===== src/rtl/regfile_wb_arbiter.sv =====
// Two-requester writeback arbiter in front of the register file. Loads win by default.
// An ALU request that has waited STARVE_LIMIT cycles takes priority for one grant.
module regfile_wb_arbiter #(
    parameter int STARVE_LIMIT = 3
) (
    input  logic        clk,
    input  logic        rst,
    input  logic        alu_valid,
    input  logic [4:0]  alu_reg,
    input  logic [31:0] alu_data,
    output logic        alu_ready,
    input  logic        mem_valid,
    input  logic [4:0]  mem_reg,
    input  logic [31:0] mem_data,
    output logic        mem_ready,
    output logic        RegWrite,
    output logic [4:0]  WriteReg,
    output logic [31:0] WriteData,
    output logic [15:0] wb_count
);

    localparam int CW = ($clog2(STARVE_LIMIT + 1) > 2) ? $clog2(STARVE_LIMIT + 1) : 2;
    localparam logic [CW-1:0] LIMIT = CW'(STARVE_LIMIT);

    typedef enum logic {
        S_ARB,
        S_FORCE
    } state_t;

    state_t         r_state;
    state_t         w_state_next;
    logic [CW-1:0]  r_starve;
    logic [CW-1:0]  w_starve_next;
    logic           w_alu_ready;
    logic           w_mem_ready;
    logic           w_xfer;
    logic [4:0]     w_sel_reg;
    logic [31:0]    w_sel_data;
    logic           r_reg_write;
    logic [4:0]     r_write_reg;
    logic [31:0]    r_write_data;
    logic [15:0]    r_wb_count;

    // NOTE: every signal gets a default before the case so no path leaves it unassigned (no latch).
    always_comb begin
        w_alu_ready   = 1'b0;
        w_mem_ready   = 1'b0;
        w_state_next  = r_state;
        w_starve_next = '0;

        if (!rst) begin
            case (r_state)
                S_ARB: begin
                    if (mem_valid)      w_mem_ready = 1'b1;
                    else if (alu_valid) w_alu_ready = 1'b1;
                end
                S_FORCE: begin
                    if (alu_valid)      w_alu_ready = 1'b1;
                    else if (mem_valid) w_mem_ready = 1'b1;
                end
                default: ;
            endcase
        end

        // Starve count saturates so a long wait cannot wrap back to zero.
        if (alu_valid && !w_alu_ready)
            w_starve_next = (r_starve == LIMIT) ? LIMIT : r_starve + CW'(1);

        case (r_state)
            S_ARB:   if (w_starve_next == LIMIT)        w_state_next = S_FORCE;
            S_FORCE: if (!alu_valid || w_alu_ready)     w_state_next = S_ARB;
            default:                                    w_state_next = S_ARB;
        endcase
    end

    assign w_xfer     = w_alu_ready | w_mem_ready;
    assign w_sel_reg  = w_alu_ready ? alu_reg  : mem_reg;
    assign w_sel_data = w_alu_ready ? alu_data : mem_data;

    // NOTE: non-blocking assignments so every register samples pre-edge values.
    always_ff @(posedge clk) begin
        if (rst) begin
            r_state      <= S_ARB;
            r_starve     <= '0;
            r_reg_write  <= 1'b0;
            r_write_reg  <= '0;
            r_write_data <= '0;
            r_wb_count   <= '0;
        end else begin
            r_state     <= w_state_next;
            r_starve    <= w_starve_next;
            // Writes to $zero are accepted but never strobed or counted.
            r_reg_write <= w_xfer && (w_sel_reg != 5'd0);
            if (w_xfer) begin
                r_write_reg  <= w_sel_reg;
                r_write_data <= w_sel_data;
            end
            if (w_xfer && (w_sel_reg != 5'd0))
                r_wb_count <= r_wb_count + 16'd1;
        end
    end

    assign alu_ready = w_alu_ready;
    assign mem_ready = w_mem_ready;
    assign RegWrite  = r_reg_write;
    assign WriteReg  = r_write_reg;
    assign WriteData = r_write_data;
    assign wb_count  = r_wb_count;

endmodule


===== config.mk =====
export PLATFORM = sky130hd
export DESIGN_NAME = regfile_wb_arbiter
export DESIGN_NICKNAME = d
export VERILOG_FILES = /design/src/rtl/regfile_wb_arbiter.sv
export SDC_FILE = /design/constraint.sdc
export NUM_CORES = 1
export LEC_CHECK = 0
export ABC_AREA = 0
export CAP_MARGIN = 20
export CORE_MARGIN = 4
export CORE_UTILIZATION = 39
export CTS_CLUSTER_SIZE = 25
export DETAILED_ROUTE_END_ITERATION = 10
export GPL_ROUTABILITY_DRIVEN = 0
export HOLD_SLACK_MARGIN = 0.15
export PLACE_DENSITY = 0.8
export SETUP_SLACK_MARGIN = 0.15
export SYNTH_ARGS = -nofsm -noshare
export SYNTH_HDL_FRONTEND = slang
export SYNTH_SLANG_ARGS = --single-unit

===== constraint.sdc =====
create_clock -name clk -period 2.18 [get_ports clk]
set_input_delay 0.654 -clock clk [delete_from_list [all_inputs] [get_ports clk]]
set_output_delay 0.654 -clock clk [all_outputs]
set_load 0.02 [all_outputs]

==> summary.txt <==
Outcome
  • Status: complete, no violations

Placed design
  • Placed Area: 4045 um2
  • Pre-CTS WS: -0.6470 ns
  • DP Wirelength: 5793 um
  • IO Port Bufs: 133

Clocking
  • Worst-Skew Late Latency: 0.32 ns
  • Clock-pin transition on the worst setup and hold timing paths: 0.07 ns
  • TritonCTS Buffers: 9
  • CTS tree: done
  • H-tree Lvls: 3
  • Clock Tree Root: clkbuf_8
  • CTS sink cnt: 57
  • CTS Buffer Depth: 2

Power
  • Worst VDD drop: 490.7 uV
  • P_leak: 1.780 nW
  • Power consumption: 2.635 mW
  • P per Cell Area: 600.5 nW/um2

Floorplanning
  • Initial Util: 0.4013
  • Die H: 88.60 um
  • Die footprint: 7850 um2
  • # IOs: 134
  • Row cnt: 29
  • Core footprint: 6314 um2
  • Die width: 88.60 um

Timing
  • RSZ-0062 raised after global routing: yes
  • Hold Fails Final Rpt: 0
  • Fin crit share: 0.9247
  • Pins Over Slew Limit: 0
  • Setup ws final: 0.1642 ns
  • # setup viols final: 0
  • Final min period: 2.016 ns
  • Worst-Margin Slew: 0.4007 ns
  • Worst slew margin: 0.7328
  • Fmax: 0.4961 GHz
  • Clk_skew: 0.007594 ns

Synthesis
  • Mapped Cells: 317
  • Compound-cell area share of the yosys netlist: 0.2044
  • Mapped cell area: 2534 um2
  • Ys async rst share: 0
  • Synth Area in Simple Gates: 0.2815
  • Sequential cell area fraction in the yosys report: 0.4504
  • Synthesized Nets: 396
  • Ys Warns: 0
  • FF+latch count, synth: 57
  • EDFF count, synth: 0
  • Post-Synth XOR/XNOR Area: 0.003457
  • Multiplexer share of the synthesized area: 0.01679
  • Number of distinct library cells after synthesis: 36
  • Mean Syn Cell Area: 7.993 um2
  • Largest family of logic cells by synthesized area: simple AND/OR/NAND/NOR gates
  • Top FF cell, synth: dfxtp_1
  • Post-Synth Adder-Cell Area: 0.004938

Critical path
  • Critical Path AT: 2.23 ns
  • Buffers & Inverters on Critical Path: 2
  • CP Cell Sequence: buf_2 > and2b_2 > buf_4 > a21oi_4 > or4_4 > a21oi_4 > mux2_4
  • Worst Path Required: 2.39 ns
  • CP dominant cell by count: a21oi_4
  • CP max stage cell: or4_4
  • Worst setup EP type: flip-flop
  • Critical path's top delay family: simple AND/OR/NAND/NOR gates
  • Worst setup SP type: input pin
  • Biggest cell delay along the critical path: 0.58 ns
  • Crit Path Max Fanout: 4
  • Critical path class: in2reg

Global route
  • First-pass GRT wire length: 13080 um
  • Gr usage total: 0.2129
  • Total congestion overflow: 0
  • Largest net degree at the start of global routing: 39
  • Initial antenna violation count: 0
  • Vias in the first global route: 2750

Finish
  • Fillers: 513
  • Layout Area Growth over Synthesis: 73.19%
  • # diodes: 0
  • Area of the multi-input gates: 1433 um2
  • Register area: 1154 um2
  • Layout cells sized above 1: 0.1706
  • Post-route design area: 4388 um2
  • Post-layout util: 0.6950
  • Final net count: 544

Detailed routing
  • DR iter-0 viols: 98
  • DRC: 0
  • Routed WL: 8335 um
  • Final antenna-violating net count: 0
  • Via Count: 2865
  • Mean routed wirelength per cell: 15.27 um
  • First drt pass iteration count: 4
  • Vias per inst: 5.247

Hold path
  • Hold/Removal Path Class: reg2reg

Flow run
  • Max Cap Viol: 0
[placed cells by master (no fill, tap or decap), drive strengths merged, types with 4 or more instances in the layout]
master	count
a21oi	15
nor3	4
inv	5
buf	27
clkbuf	17
dlygate4sd2	7
nor2b	4
nand3	7
or3	4
or4	8
and3	4
nor2	43
o31ai	5
dlymetal6s2s	5
dfxtp	57
clkdlybuf4s50	110
a311oi	36
nand2	85
[layer usage]
metal  vias to the layer above  part of all wire  global-route usage
met1                      1322              0.43              0.2701
met3                         9             0.079             0.04935
li1                       1430                 -                   -
met4                         0             0.013             0.08104
met2                       104              0.48              0.3515
met5                         -                 0                   0
[area by class of cell]
type	instances	area share
flip-flops and latches	57	0.2629
repair buffers	156	0.3427
well taps	77	0.02196
inverters	5	0.004847
clock buffers	12	0.03764
clock inverters	3	0.003422
multi-input cells	236	0.3265
[kinds of logic (layout without fill, tap and decap cells)]
family | after synthesis | in the layout
xor gates and xnor gates | 1 | 1
muxes | 4 | 4
DFF | 57 | 57
adders and majority gates | 1 | 1
AOI/OAI and AO/OA | 65 | 66
buffers and inverters | 25 | 176
and+or+nand+nor | 164 | 164
[Yosys cell counts, types with 2 or more instances]
master	instances	area share
nor2b_1	4	0.0099
and3_1	4	0.0099
dfxtp_1	57	0.45
clkbuf_1	16	0.024
or3_1	4	0.0099
inv_1	3	0.0044
nand2b_1	2	0.0049
nand2_1	85	0.13
o31ai_1	5	0.015
mux2i_1	2	0.0079
a311oi_1	36	0.12
or4_1	7	0.021
inv_2	2	0.0030
a21oi_1	12	0.024
nor2_1	43	0.064
mux2_1	2	0.0089
a21oi_2	3	0.010
o21ai_1	2	0.0040
buf_1	3	0.0044
nor3_1	3	0.0059
nand3_1	7	0.014
[path summary, 6_finish.rpt]
kind                             startpoint            to  slack (ns)  depth (start not counted)
worst max-delay path                    rst  wb_count[10]        0.16                          7
worst min-delay path            wb_count[6]   wb_count[6]        0.47                          1
worst max register to register  wb_count[4]  wb_count[10]        0.21                          5
worst min register to register  wb_count[6]   wb_count[6]        0.47                          1
[power by group]
group	switching, mW	total (mW)	internal, mW
Combinational	0.278	0.604	0.326
Clock	0.402	0.895	0.493
Sequential	0.0330	1.14	1.10
[through the flow]
step	TNS [ns]	hold slack (ns)	std cells
after floorplan	0	0.4617	317
after global placement	-13.37	0.4615	524
after detailed placement	-15.56	0.4582	524
after CTS	0	0.4746	545
after global routing	0	0.4933	546
final	0	0.4734	546
[sequential cells by signal, indices dropped and copies added (netlist names)]
| name | count |
|---|---|
| r_state | 1 |
| r_starve | 2 |
| WriteData | 32 |
| RegWrite | 1 |
| WriteReg | 5 |
| wb_count | 16 |
[repair_timing]
action	4_1_cts	5_1_grt
cloned	1	0
setup endpoints to repair	35	22
hold buffers	0	0
resized for setup	52	28
buffers inserted	5	1
pin swaps	9	8
(Power assumes the default switching activity.)
